--- config.mk ---
export PLATFORM = sky130hd
export DESIGN_NAME = wordle_game_ctrl
export DESIGN_NICKNAME = d
export VERILOG_FILES = /design/src/rtl/wordle_pkg.sv /design/src/rtl/wordle_scorer.sv /design/src/rtl/wordle_game_ctrl.sv
export SDC_FILE = /design/constraint.sdc
export NUM_CORES = 1
export LEC_CHECK = 0
export CORE_ASPECT_RATIO = 0.5
export CORE_MARGIN = 8
export CORE_UTILIZATION = 45
export CTS_CLUSTER_DIAMETER = 40
export DETAILED_ROUTE_END_ITERATION = 10
export GPL_TIMING_DRIVEN = 0
export HOLD_SLACK_MARGIN = 0.1
export PLACE_DENSITY = 0.66
export SLEW_MARGIN = 5
export SYNTH_ARGS = -nofsm -noshare
export SYNTH_HDL_FRONTEND = slang
export SYNTH_SLANG_ARGS = --single-unit
--- constraint.sdc ---
create_clock -name Clk -period 2.6 [get_ports Clk]
set_input_delay 0.52 -clock Clk [delete_from_list [all_inputs] [get_ports Clk]]
set_output_delay 0.52 -clock Clk [all_outputs]
set_load 0.01 [all_outputs]
--- src/rtl/wordle_pkg.sv ---
// Shared encodings for the Wordle game controller: FSM states, per-letter
// feedback codes and the ASCII bounds used for letter validation.
package wordle_pkg;

  typedef enum logic [1:0] {
    ST_INIT  = 2'd0,
    ST_ENTRY = 2'd1,
    ST_SCORE = 2'd2,
    ST_DONE  = 2'd3
  } state_t;

  localparam logic [1:0] FB_NONE = 2'b00;
  localparam logic [1:0] FB_GREY = 2'b01;
  localparam logic [1:0] FB_YEL  = 2'b10;
  localparam logic [1:0] FB_GRN  = 2'b11;

  localparam logic [7:0] ASCII_UA = 8'h41;
  localparam logic [7:0] ASCII_UZ = 8'h5A;
  localparam logic [7:0] ASCII_LA = 8'h61;
  localparam logic [7:0] ASCII_LZ = 8'h7A;
  localparam logic [7:0] CASE_OFS = 8'h20;

endpackage

--- src/rtl/wordle_scorer.sv ---
// Sequential guess scorer: one green pass, then one yellow/grey decision per
// letter, claiming the lowest unused matching secret slot for duplicates.
module wordle_scorer
  import wordle_pkg::*;
#(
  parameter int unsigned WORD_LEN = 5,
  parameter int unsigned CHAR_W   = 8
) (
  input  logic                       Clk,
  input  logic                       reset_n,
  input  logic                       i_start,
  input  logic [WORD_LEN*CHAR_W-1:0] i_guess,
  input  logic [WORD_LEN*CHAR_W-1:0] i_secret,
  output logic [2*WORD_LEN-1:0]      o_feedback,
  output logic                       o_done
);

  localparam int unsigned   PW       = (WORD_LEN > 1) ? $clog2(WORD_LEN) : 1;
  localparam logic [PW-1:0] LAST_POS = PW'(WORD_LEN - 1);

  logic [1:0]          r_fb [WORD_LEN];
  logic [WORD_LEN-1:0] r_used;
  logic [PW-1:0]       r_pos;
  logic                r_busy;

  logic [1:0]          w_grn_fb [WORD_LEN];
  logic [WORD_LEN-1:0] w_grn_used;
  logic [1:0]          w_fb_nxt [WORD_LEN];
  logic [WORD_LEN-1:0] w_used_nxt;
  logic                w_found;

  function automatic logic [CHAR_W-1:0] letter_at(input logic [WORD_LEN*CHAR_W-1:0] w,
                                                  input int unsigned j);
    return w[(WORD_LEN-1-j)*CHAR_W +: CHAR_W];
  endfunction

  always_comb begin
    w_grn_used = '0;
    for (int unsigned j = 0; j < WORD_LEN; j++) begin
      w_grn_fb[j] = FB_NONE;
      if (letter_at(i_guess, j) == letter_at(i_secret, j)) begin
        w_grn_fb[j]   = FB_GRN;
        w_grn_used[j] = 1'b1;
      end
    end
  end

  // The current yellow decision is exposed combinationally so the final
  // position is visible in the same cycle o_done is asserted.
  always_comb begin
    w_fb_nxt   = r_fb;
    w_used_nxt = r_used;
    w_found    = 1'b0;
    for (int unsigned j = 0; j < WORD_LEN; j++) begin
      if (r_busy && (PW'(j) == r_pos) && (r_fb[j] != FB_GRN)) begin
        for (int unsigned k = 0; k < WORD_LEN; k++) begin
          if (!w_found && !r_used[k] && (letter_at(i_secret, k) == letter_at(i_guess, j))) begin
            w_found       = 1'b1;
            w_used_nxt[k] = 1'b1;
          end
        end
        w_fb_nxt[j] = w_found ? FB_YEL : FB_GREY;
      end
    end
  end

  always_comb begin
    o_feedback = '0;
    for (int unsigned j = 0; j < WORD_LEN; j++) begin
      o_feedback[(WORD_LEN-1-j)*2 +: 2] = w_fb_nxt[j];
    end
  end

  assign o_done = r_busy && (r_pos == LAST_POS);

  always_ff @(posedge Clk or negedge reset_n) begin
    if (!reset_n) begin
      for (int unsigned j = 0; j < WORD_LEN; j++) begin
        r_fb[j] <= FB_NONE;
      end
      r_used <= '0;
      r_pos  <= '0;
      r_busy <= 1'b0;
    end else if (i_start) begin
      r_fb   <= w_grn_fb;
      r_used <= w_grn_used;
      r_pos  <= '0;
      r_busy <= 1'b1;
    end else if (r_busy) begin
      r_fb   <= w_fb_nxt;
      r_used <= w_used_nxt;
      if (r_pos == LAST_POS) begin
        r_busy <= 1'b0;
      end else begin
        r_pos <= r_pos + 1'b1;
      end
    end
  end

endmodule

--- src/rtl/wordle_game_ctrl.sv ---
// Wordle game controller: letter entry with backspace, auto-submit to the
// scorer, guess counting and win/lose result held until acknowledged.
module wordle_game_ctrl
  import wordle_pkg::*;
#(
  parameter int unsigned WORD_LEN    = 5,
  parameter int unsigned MAX_GUESSES = 6,
  parameter int unsigned CHAR_W      = 8
) (
  input  logic                                 Clk,
  input  logic                                 reset_n,
  input  logic                                 Start,
  input  logic                                 Ack,
  input  logic                                 C,
  input  logic                                 Bksp,
  input  logic [CHAR_W-1:0]                    curr_letter,
  input  logic [WORD_LEN*CHAR_W-1:0]           secretWord,
  output logic [WORD_LEN*CHAR_W-1:0]           guessWord,
  output logic [$clog2(WORD_LEN+1)-1:0]        I,
  output logic [$clog2(MAX_GUESSES+1)-1:0]     guess_cnt,
  output logic [2*WORD_LEN-1:0]                feedback,
  output logic                                 fb_valid,
  output logic                                 q_I,
  output logic                                 q_Entry,
  output logic                                 q_Score,
  output logic                                 q_Done,
  output logic                                 win,
  output logic                                 lose
);

  localparam int unsigned   IW       = $clog2(WORD_LEN + 1);
  localparam int unsigned   GW       = $clog2(MAX_GUESSES + 1);
  localparam logic [IW-1:0] LAST_IDX = IW'(WORD_LEN - 1);
  localparam logic [GW-1:0] LAST_GC  = GW'(MAX_GUESSES - 1);

  state_t                     r_state;
  logic [CHAR_W-1:0]          r_letters [WORD_LEN];
  logic [IW-1:0]              r_idx;
  logic [GW-1:0]              r_gcnt;
  logic [2*WORD_LEN-1:0]      r_feedback;
  logic                       r_fb_valid;
  logic                       r_win;
  logic                       r_lose;
  logic                       r_score_start;

  logic                       w_is_upper;
  logic                       w_is_lower;
  logic                       w_letter_ok;
  logic [CHAR_W-1:0]          w_letter_uc;
  logic [WORD_LEN*CHAR_W-1:0] w_guess;
  logic [2*WORD_LEN-1:0]      w_sc_fb;
  logic                       w_sc_done;
  logic                       w_all_grn;

  always_comb begin
    w_is_upper  = (curr_letter >= CHAR_W'(ASCII_UA)) && (curr_letter <= CHAR_W'(ASCII_UZ));
    w_is_lower  = (curr_letter >= CHAR_W'(ASCII_LA)) && (curr_letter <= CHAR_W'(ASCII_LZ));
    w_letter_ok = w_is_upper || w_is_lower;
    w_letter_uc = w_is_lower ? (curr_letter - CHAR_W'(CASE_OFS)) : curr_letter;
  end

  always_comb begin
    w_guess = '0;
    for (int unsigned j = 0; j < WORD_LEN; j++) begin
      w_guess[(WORD_LEN-1-j)*CHAR_W +: CHAR_W] = r_letters[j];
    end
  end

  assign w_all_grn = (w_sc_fb == {WORD_LEN{FB_GRN}});

  wordle_scorer #(
    .WORD_LEN (WORD_LEN),
    .CHAR_W   (CHAR_W)
  ) u_scorer (
    .Clk        (Clk),
    .reset_n    (reset_n),
    .i_start    (r_score_start),
    .i_guess    (w_guess),
    .i_secret   (secretWord),
    .o_feedback (w_sc_fb),
    .o_done     (w_sc_done)
  );

  always_ff @(posedge Clk or negedge reset_n) begin
    if (!reset_n) begin
      r_state       <= ST_INIT;
      for (int unsigned j = 0; j < WORD_LEN; j++) begin
        r_letters[j] <= '0;
      end
      r_idx         <= '0;
      r_gcnt        <= '0;
      r_feedback    <= '0;
      r_fb_valid    <= 1'b0;
      r_win         <= 1'b0;
      r_lose        <= 1'b0;
      r_score_start <= 1'b0;
    end else begin
      r_score_start <= 1'b0;
      case (r_state)
        ST_INIT: begin
          for (int unsigned j = 0; j < WORD_LEN; j++) begin
            r_letters[j] <= '0;
          end
          r_idx      <= '0;
          r_gcnt     <= '0;
          r_feedback <= '0;
          r_fb_valid <= 1'b0;
          r_win      <= 1'b0;
          r_lose     <= 1'b0;
          if (Start) begin
            r_state <= ST_ENTRY;
          end
        end
        ST_ENTRY: begin
          if (Bksp) begin
            if (r_idx != '0) begin
              r_idx <= r_idx - 1'b1;
              for (int unsigned j = 0; j < WORD_LEN; j++) begin
                if (IW'(j + 1) == r_idx) begin
                  r_letters[j] <= '0;
                end
              end
            end
          end else if (C && w_letter_ok) begin
            for (int unsigned j = 0; j < WORD_LEN; j++) begin
              if (IW'(j) == r_idx) begin
                r_letters[j] <= w_letter_uc;
              end
            end
            r_idx <= r_idx + 1'b1;
            if (r_idx == '0) begin
              r_fb_valid <= 1'b0;
              r_feedback <= '0;
            end
            if (r_idx == LAST_IDX) begin
              r_state       <= ST_SCORE;
              r_score_start <= 1'b1;
            end
          end
        end
        ST_SCORE: begin
          if (w_sc_done) begin
            r_feedback <= w_sc_fb;
            r_fb_valid <= 1'b1;
            r_gcnt     <= r_gcnt + 1'b1;
            if (w_all_grn) begin
              r_win   <= 1'b1;
              r_state <= ST_DONE;
            end else if (r_gcnt == LAST_GC) begin
              r_lose  <= 1'b1;
              r_state <= ST_DONE;
            end else begin
              r_idx <= '0;
              for (int unsigned j = 0; j < WORD_LEN; j++) begin
                r_letters[j] <= '0;
              end
              r_state <= ST_ENTRY;
            end
          end
        end
        ST_DONE: begin
          if (Ack) begin
            r_win   <= 1'b0;
            r_lose  <= 1'b0;
            r_state <= ST_INIT;
          end
        end
        default: r_state <= ST_INIT;
      endcase
    end
  end

  assign guessWord = w_guess;
  assign I         = r_idx;
  assign guess_cnt = r_gcnt;
  assign feedback  = r_feedback;
  assign fb_valid  = r_fb_valid;
  assign win       = r_win;
  assign lose      = r_lose;
  assign q_I       = (r_state == ST_INIT);
  assign q_Entry   = (r_state == ST_ENTRY);
  assign q_Score   = (r_state == ST_SCORE);
  assign q_Done    = (r_state == ST_DONE);

endmodule
=== Yosys cells after proc, flatten, opt, wreduce, memory -nomap -nowiden ===
Cells that the tools add are included.
Widths: inputs -> output; s select.

* Logic and storage cells: 390
* Flip-flop bits (word level): 81
* Bits of input ports: 54
* Output and inout bits: 63

* Reduce and logical (&&, ||, !) cells: 113
* Multiplexer cells: 172
* Eq/ne operators: 75
* Order comparisons: 4
* $add $sub $neg: 5

{| class="wikitable"
|+ Operator list
! operator !! number
|-
| $eq 8x8->1 || 30
|-
| $mux 40 || 6
|-
| $pmux 40 s3 || 1
|-
| $mux 1 || 101
|-
| $mux 8 || 11
|-
| $logic_and 1x1->1 || 63
|-
| $mux 10 || 6
|-
| $mux 2 || 23
|-
| $reduce_and 8->1 || 5
|-
| $ne 3x2->1 const B || 12
|-
| $mux 5 || 7
|-
| $mux 3 || 10
|-
| $pmux 10 s3 || 1
|-
| $logic_not 1->1 || 29
|-
| $ne 2x2->1 const B || 11
|-
| $ge 8x7->1 const B || 2
|-
| $le 8x7->1 const B || 2
|-
| $eq 2x3->1 const A || 4
|-
| $ne 2x1->1 const B || 6
|-
| $reduce_and 6->1 || 2
|-
| $eq 10x10->1 const B || 1
|-
| $reduce_and 5->1 || 2
|-
| $add 3x1->3 const B || 3
|-
| $eq 3x3->1 const A || 3
|-
| 17 further kinds || 28
|}

=== Logic depth before layout (Yosys ltp) ===
* Depth after elaboration: 134
* Depth in mapped cells: 10
* Mapped depth without buffers: 10

=== Cells and area by module ===
From an unflattened synthesis, not the netlist that was laid out.

* Cells, all modules: 808
* Area total of the unflattened synthesis: 7253.2 um2

{| class="wikitable"
|+ By module, submodules not included
! module !! area an instance (um2) !! sequential area each (um2) !! cells each !! times used
|-
| wordle_scorer || 4232.8 || 475.5 || 553 || 1
|-
| wordle_game_ctrl || 3020.4 || 1551.5 || 255 || 1
|}

=== Least setup slack after synthesis ===
No wires, ideal clock.

* Path type: in2reg
* Start: in curr_letter[3]
* End: reg r_letters, in the netlist guessWord[32]
* Setup time: 127 ps
* Stages on the path: 8
* Buffers on the path: 2
* Required time: 2473 ps
* Slack: 204 ps
* Arrival time: 2269 ps
* Cell sequence: or4_1 o2111ai_1 a31oi_1 o2111ai_2 buf_4 nand2b_1 buf_4 mux2_1

* Longest elaborated chain between the ends: 7
* Elaborated cells on any way between the ends: 15
* Classes of those cells: 4 x order compare; 1 x eq/ne; 5 x mux; 5 x reduce/logical

{| class="wikitable"
|+ RTL lines
! element !! line !! RTL
|-
| start: declaration || wordle_game_ctrl.sv:16 || <nowiki>input logic [CHAR_W-1:0] curr_letter,</nowiki>
|-
| $ge 8x7->1 or $le 8x7->1 (tied branches) || wordle_game_ctrl.sv:57 || <nowiki>w_is_lower = (curr_letter >= CHAR_W'(ASCII_LA)) && (curr_letter <= CHAR_W'(ASCII_LZ));</nowiki>
|-
| $logic_and 1x1->1 || wordle_game_ctrl.sv:57 ||
|-
| $mux 8 || wordle_game_ctrl.sv:59 || <nowiki>w_letter_uc = w_is_lower ? (curr_letter - CHAR_W'(CASE_OFS)) : curr_letter;</nowiki>
|-
| $mux 8 || wordle_game_ctrl.sv:126 || <nowiki>if (IW'(j) == r_idx) begin</nowiki>
|-
| $mux 40 || wordle_game_ctrl.sv:124 || <nowiki>end else if (C && w_letter_ok) begin</nowiki>
|-
| $mux 40 || wordle_game_ctrl.sv:115 || <nowiki>if (Bksp) begin</nowiki>
|-
| $pmux 40 s3 || wordle_game_ctrl.sv:99 || <nowiki>case (r_state)</nowiki>
|-
| end signal: indexed assignment || wordle_game_ctrl.sv:127 || <nowiki>r_letters[j] <= w_letter_uc;</nowiki>
|-
| end: declaration || wordle_game_ctrl.sv:37 || <nowiki>logic [CHAR_W-1:0] r_letters [WORD_LEN];</nowiki>
|}

Parallel ways exist; a longest one is shown, timed or not. The select of a mux whose other input is x is not followed.
A chain may end at the register's enable or synchronous reset.

=== Final worst setup path ===
* Start: reg r_letters, in the netlist guessWord[10]
* End: reg u_scorer.r_fb[0] (netlist bit)

* Longest elaborated chain between the ends: 54
* Elaborated cells on any way between the ends: 58
* Classes of those cells: 5 x eq/ne; 25 x mux; 28 x reduce/logical

{| class="wikitable"
|+ RTL lines
! element !! line !! RTL
|-
| $eq 8x8->1 || wordle_scorer.sv:57 || <nowiki>if (!w_found && !r_used[k] && (letter_at(i_secret, k) == letter_at(i_guess, j))) begin</nowiki>
|-
| $logic_and 1x1->1 || wordle_scorer.sv:57 ||
|-
| $mux 1 || wordle_scorer.sv:57 ||
|-
| $mux 1 || wordle_scorer.sv:55 || <nowiki>if (r_busy && (PW'(j) == r_pos) && (r_fb[j] != FB_GRN)) begin</nowiki>
|-
| $logic_not 1->1 || wordle_scorer.sv:57 ||
|-
| $logic_and 1x1->1 (2 in series) || wordle_scorer.sv:57 ||
|-
| $mux 1 || wordle_scorer.sv:57 ||
|-
| $mux 1 || wordle_scorer.sv:55 ||
|-
| [... 36 more ...] || n/a ||
|-
| $logic_not 1->1 || wordle_scorer.sv:57 ||
|-
| $logic_and 1x1->1 (2 in series) || wordle_scorer.sv:57 ||
|-
| $mux 1 (*) || wordle_scorer.sv:57 ||
|-
| $mux 1 (*) || wordle_scorer.sv:55 ||
|-
| $mux 2 (*) || wordle_scorer.sv:62 || <nowiki>w_fb_nxt[j] = w_found ? FB_YEL : FB_GREY;</nowiki>
|-
| $mux 2 (*) || wordle_scorer.sv:55 ||
|-
| $mux 10 (*) || wordle_scorer.sv:89 || <nowiki>end else if (r_busy) begin</nowiki>
|-
| $mux 10 (*) || wordle_scorer.sv:84 || <nowiki>end else if (i_start) begin</nowiki>
|-
| end signal: assignment || wordle_scorer.sv:85 || <nowiki>r_fb <= w_grn_fb;</nowiki>
|-
| end signal: assignment || wordle_scorer.sv:90 || <nowiki>r_fb <= w_fb_nxt;</nowiki>
|-
| end: declaration || wordle_scorer.sv:21 || <nowiki>logic [1:0] r_fb [WORD_LEN];</nowiki>
|}

Mark *: on every way between the ends. The rest lies on a longest branch, timed or not. The select of a mux whose other input is x is not followed.

==> impl_metrics.env <==
export IMPL_status="completed"
export IMPL_ir_worst_vdd_mv=0.718
export IMPL_criticalPathCategory="register to register"
export IMPL_yosysMostFrequentCell="xor2_1"
export IMPL_timing_rr_start="guessWord[10]$_DFFE_PN0P_"
export IMPL_placedCellCount=1065
export IMPL_slew_headroom_pct=53.6
export IMPL_synth_distinct_cells=63
export IMPL_cp_arrival_ns=2.81
export IMPL_numPortBuffers=76
export IMPL_die_area_sq_um=19900
export IMPL_core_sq_um=15300
export IMPL_synth_ff_type="dfrtp_1"
export IMPL_fill_cells=1407
export IMPL_synth_cell_area_sq_um=6960
export IMPL_netlist_top_cells_count="xor2_1, xnor2_1, dfrtp_1"
export IMPL_worst_slew_pin_slew_ns=0.691
export IMPL_routed_via_density=5.68
export IMPL_die_h_um=104
export IMPL_cp_slowest_cell="a2111oi_4"
export IMPL_cts_buffers=9
export IMPL_syn_area_per_cell_sq_um=8.88
export IMPL_nets=949
export IMPL_wl_per_cell_um=22.1
export IMPL_dr_first_iter_drc_count=653
export IMPL_die_w_um=192
export IMPL_synth_seq_area_share_pct=29.1
export IMPL_leakage_uw=0.00367
export IMPL_power_uw=8410
export IMPL_clockBufferDepth=2
export IMPL_cts_sinks=81
export IMPL_postSynth_asyncResetShare_pct=100
export IMPL_maxCapViolCount=0
export IMPL_cp_start_kind="register"
export IMPL_grt_pass1_vias=6183
export IMPL_postCtsHoldBufs=0
export IMPL_gp_congestion=1.00
export IMPL_synth_seq_cells=81
export IMPL_setup_viol_count_final=0
export IMPL_pin_count=117
export IMPL_required_ns=2.87
export IMPL_fin_crit_ns=2.54
export IMPL_synth_top_area_share_pct=29.1
export IMPL_dpl_hpwl_um=18300
export IMPL_rsz0062_at_grt="true"
export IMPL_r2r_end="u_scorer.r_fb[0]$_DFFE_PN0P_"
export IMPL_overflow=0
export IMPL_track_usage_pct=23.8
export IMPL_cts_tree="built"
export IMPL_slowest_delay_ns=0.50
export IMPL_root_buffer="clkbuf_16"
export IMPL_grt_max_degree=45
export IMPL_skew_ns=0.00810
export IMPL_drive_gt1_share_pct=19.9
export IMPL_initial_core_util_pct=45.6
export IMPL_rows=32
export IMPL_syn2layout_area_growth_pct=24.6
export IMPL_hold_violations=0
export IMPL_wl_um=24100
export IMPL_slew_violations=0
export IMPL_crit_path_end_kind="register"
export IMPL_antenna_found_initial=0
export IMPL_path_max_fanout=6
export IMPL_period_share_pct=97.7
export IMPL_synthesis_nets=853
export IMPL_synth_edf_count=0
export IMPL_ant_nets=0
export IMPL_first_pass_iters=6
export IMPL_ys_top_cells_by_area="dfrtp_1, xor2_1, xnor2_1"
export IMPL_drc=0
export IMPL_h_tree_depth=3
export IMPL_vias=6190
export IMPL_synth_largest_area_cell="dfrtp_1"
export IMPL_r2r_slack_ns=0.06
export IMPL_ys_warn_count=0
export IMPL_antennaDiodeCount=0
export IMPL_syn_inst=784
export IMPL_r2r_cells=9
export IMPL_layout_cells_non_filler=1089
export IMPL_path_cells="clkbuf_4 > xor2_1 > nor4_4 > nand3_1 > nand4_1 > a2111oi_4 > and4_4 > nor2_1 > a21oi_1"
export IMPL_worstSkewPairLatency_ns=0.35
export IMPL_max_freq_mhz=394
export IMPL_holdCritPathClass="primary input to async pin"
export IMPL_grt_pass1_wl_um=36800
export IMPL_cellPowerDensity_nw_per_um2=970
export IMPL_clkTransAtPathRegs_ns=0.07
[where the power goes]
part           leakage (uW)  switching, uW  internal [uW]  total, uW
Clock              0.000159            585            872       1460
Sequential          0.00106            330           1640       1970
Combinational       0.00246           2780           2200       4980
[per-layer routing]
| metal | vias to the layer above | part of all wire (%) | track usage, % |
|---|---|---|---|
| met5 | - | 0 | 0 |
| met4 | 0 | 1.7 | 5.30 |
| met3 | 32 | 7.7 | 4.59 |
| met2 | 256 | 45 | 36.6 |
| met1 | 3049 | 46 | 33.8 |
| li1 | 2853 | - | - |
[layout make-up]
cell class / count / area (sq um) / share of cell area [%]
flip-flops and latches: 81 / 2030 / 23.4
inverters: 21 / 78.8 / 0.909
clock inverters: 6 / 90.1 / 1.04
repair buffers: 86 / 853 / 9.84
well taps: 204 / 255 / 2.94
clock buffers: 10 / 239 / 2.76
multi-input cells: 584 / 4580 / 52.8
plain buffers: 97 / 546 / 6.29
[sequential cells by signal (all words and copies together), names as in the netlist]
name	cells
r_state	2
u_scorer.r_pos	3
r_score_start	1
I	3
win	1
guess_cnt	3
u_scorer.r_fb	10
feedback	10
lose	1
u_scorer.r_busy	1
u_scorer.r_used	5
fb_valid	1
guessWord	40
[logic make-up (layout without fill, tap and decap cells)]
family | count (synthesis) | in the layout | share of synthesized area, %
simple gates | 223 | 223 | 17.8
fa+ha+maj | 15 | 15 | 2.70
flops | 81 | 81 | 29.1
xor+xnor | 202 | 202 | 25.4
compound gates | 105 | 105 | 10.1
buf+inv | 119 | 220 | 8.63
mux | 39 | 39 | 6.24
[worst max-delay path by stage]
stage | from | endpoint | cells past startpoint
after global placement | reset_n | fb_valid$_DFFE_PN0P_ | 1
final | guessWord[10]$_DFFE_PN0P_ | u_scorer.r_fb[0]$_DFFE_PN0P_ | 9
after floorplan | curr_letter[3] | guessWord[32]$_DFFE_PN0P_ | 8
after global routing | guessWord[10]$_DFFE_PN0P_ | u_scorer.r_fb[0]$_DFFE_PN0P_ | 9
after detailed placement | curr_letter[6] | guessWord[38]$_DFFE_PN0P_ | 10
after CTS | guessWord[34]$_DFFE_PN0P_ | feedback[2]$_DFFE_PN0P_ | 10
[through the flow]
| stage | hold WS, ns | util, % | TNS [ns] | setup WS [ns] | area (sq um) |
|---|---|---|---|---|---|
| after floorplan | 0.224 | - | 0 | 0.204 | 6960 |
| after global placement | 0.463 | 52.3 | -194.51 | -2.07 | 7980 |
| after detailed placement | 0.471 | 52.4 | -28.45 | -0.654 | 8000 |
| after CTS | 0.156 | 55.4 | 0 | 0.00653 | 8450 |
| after global routing | 0.178 | 56.8 | -0.0548 | -0.0260 | 8670 |
| final | 0.132 | 56.8 | 0 | 0.0594 | 8670 |
[placed cells by master, fill, tap and decap left out, types with 18 or more instances in the layout]
cell / netlist / routed
xnor2_1: 96 / 96
xor2_1: 106 / 101
nand2_1: 43 / 41
inv_1: 20 / 20
a21oi_1: 18 / 18
nand4_1: 25 / 25
buf_2: 69 / 63
nand3_1: 24 / 24
dfrtp_1: 81 / 81
clkdlybuf4s50_1: 0 / 69
nor2_1: 30 / 30
o21ai_0: 26 / 25
mux2_2: 21 / 21
[worst max-delay path, delay by kind of cell, from the launching register on]
kind / cells / cell delay, ns
compound gates: 2 / 0.64
xor+xnor: 1 / 0.28
buf+inv: 1 / 0.26
flops: 1 / 0.36
simple gates: 5 / 0.92
[what timing repair did]
item | 4_1_cts | 5_1_grt
setup endpoints to repair | 50 | 51
resized for setup | 20 | 38
pin swaps | 1 | 9
buffers inserted | 3 | 6
cloned | 0 | 0
Note: power is estimated with default switching activity, not from simulation.
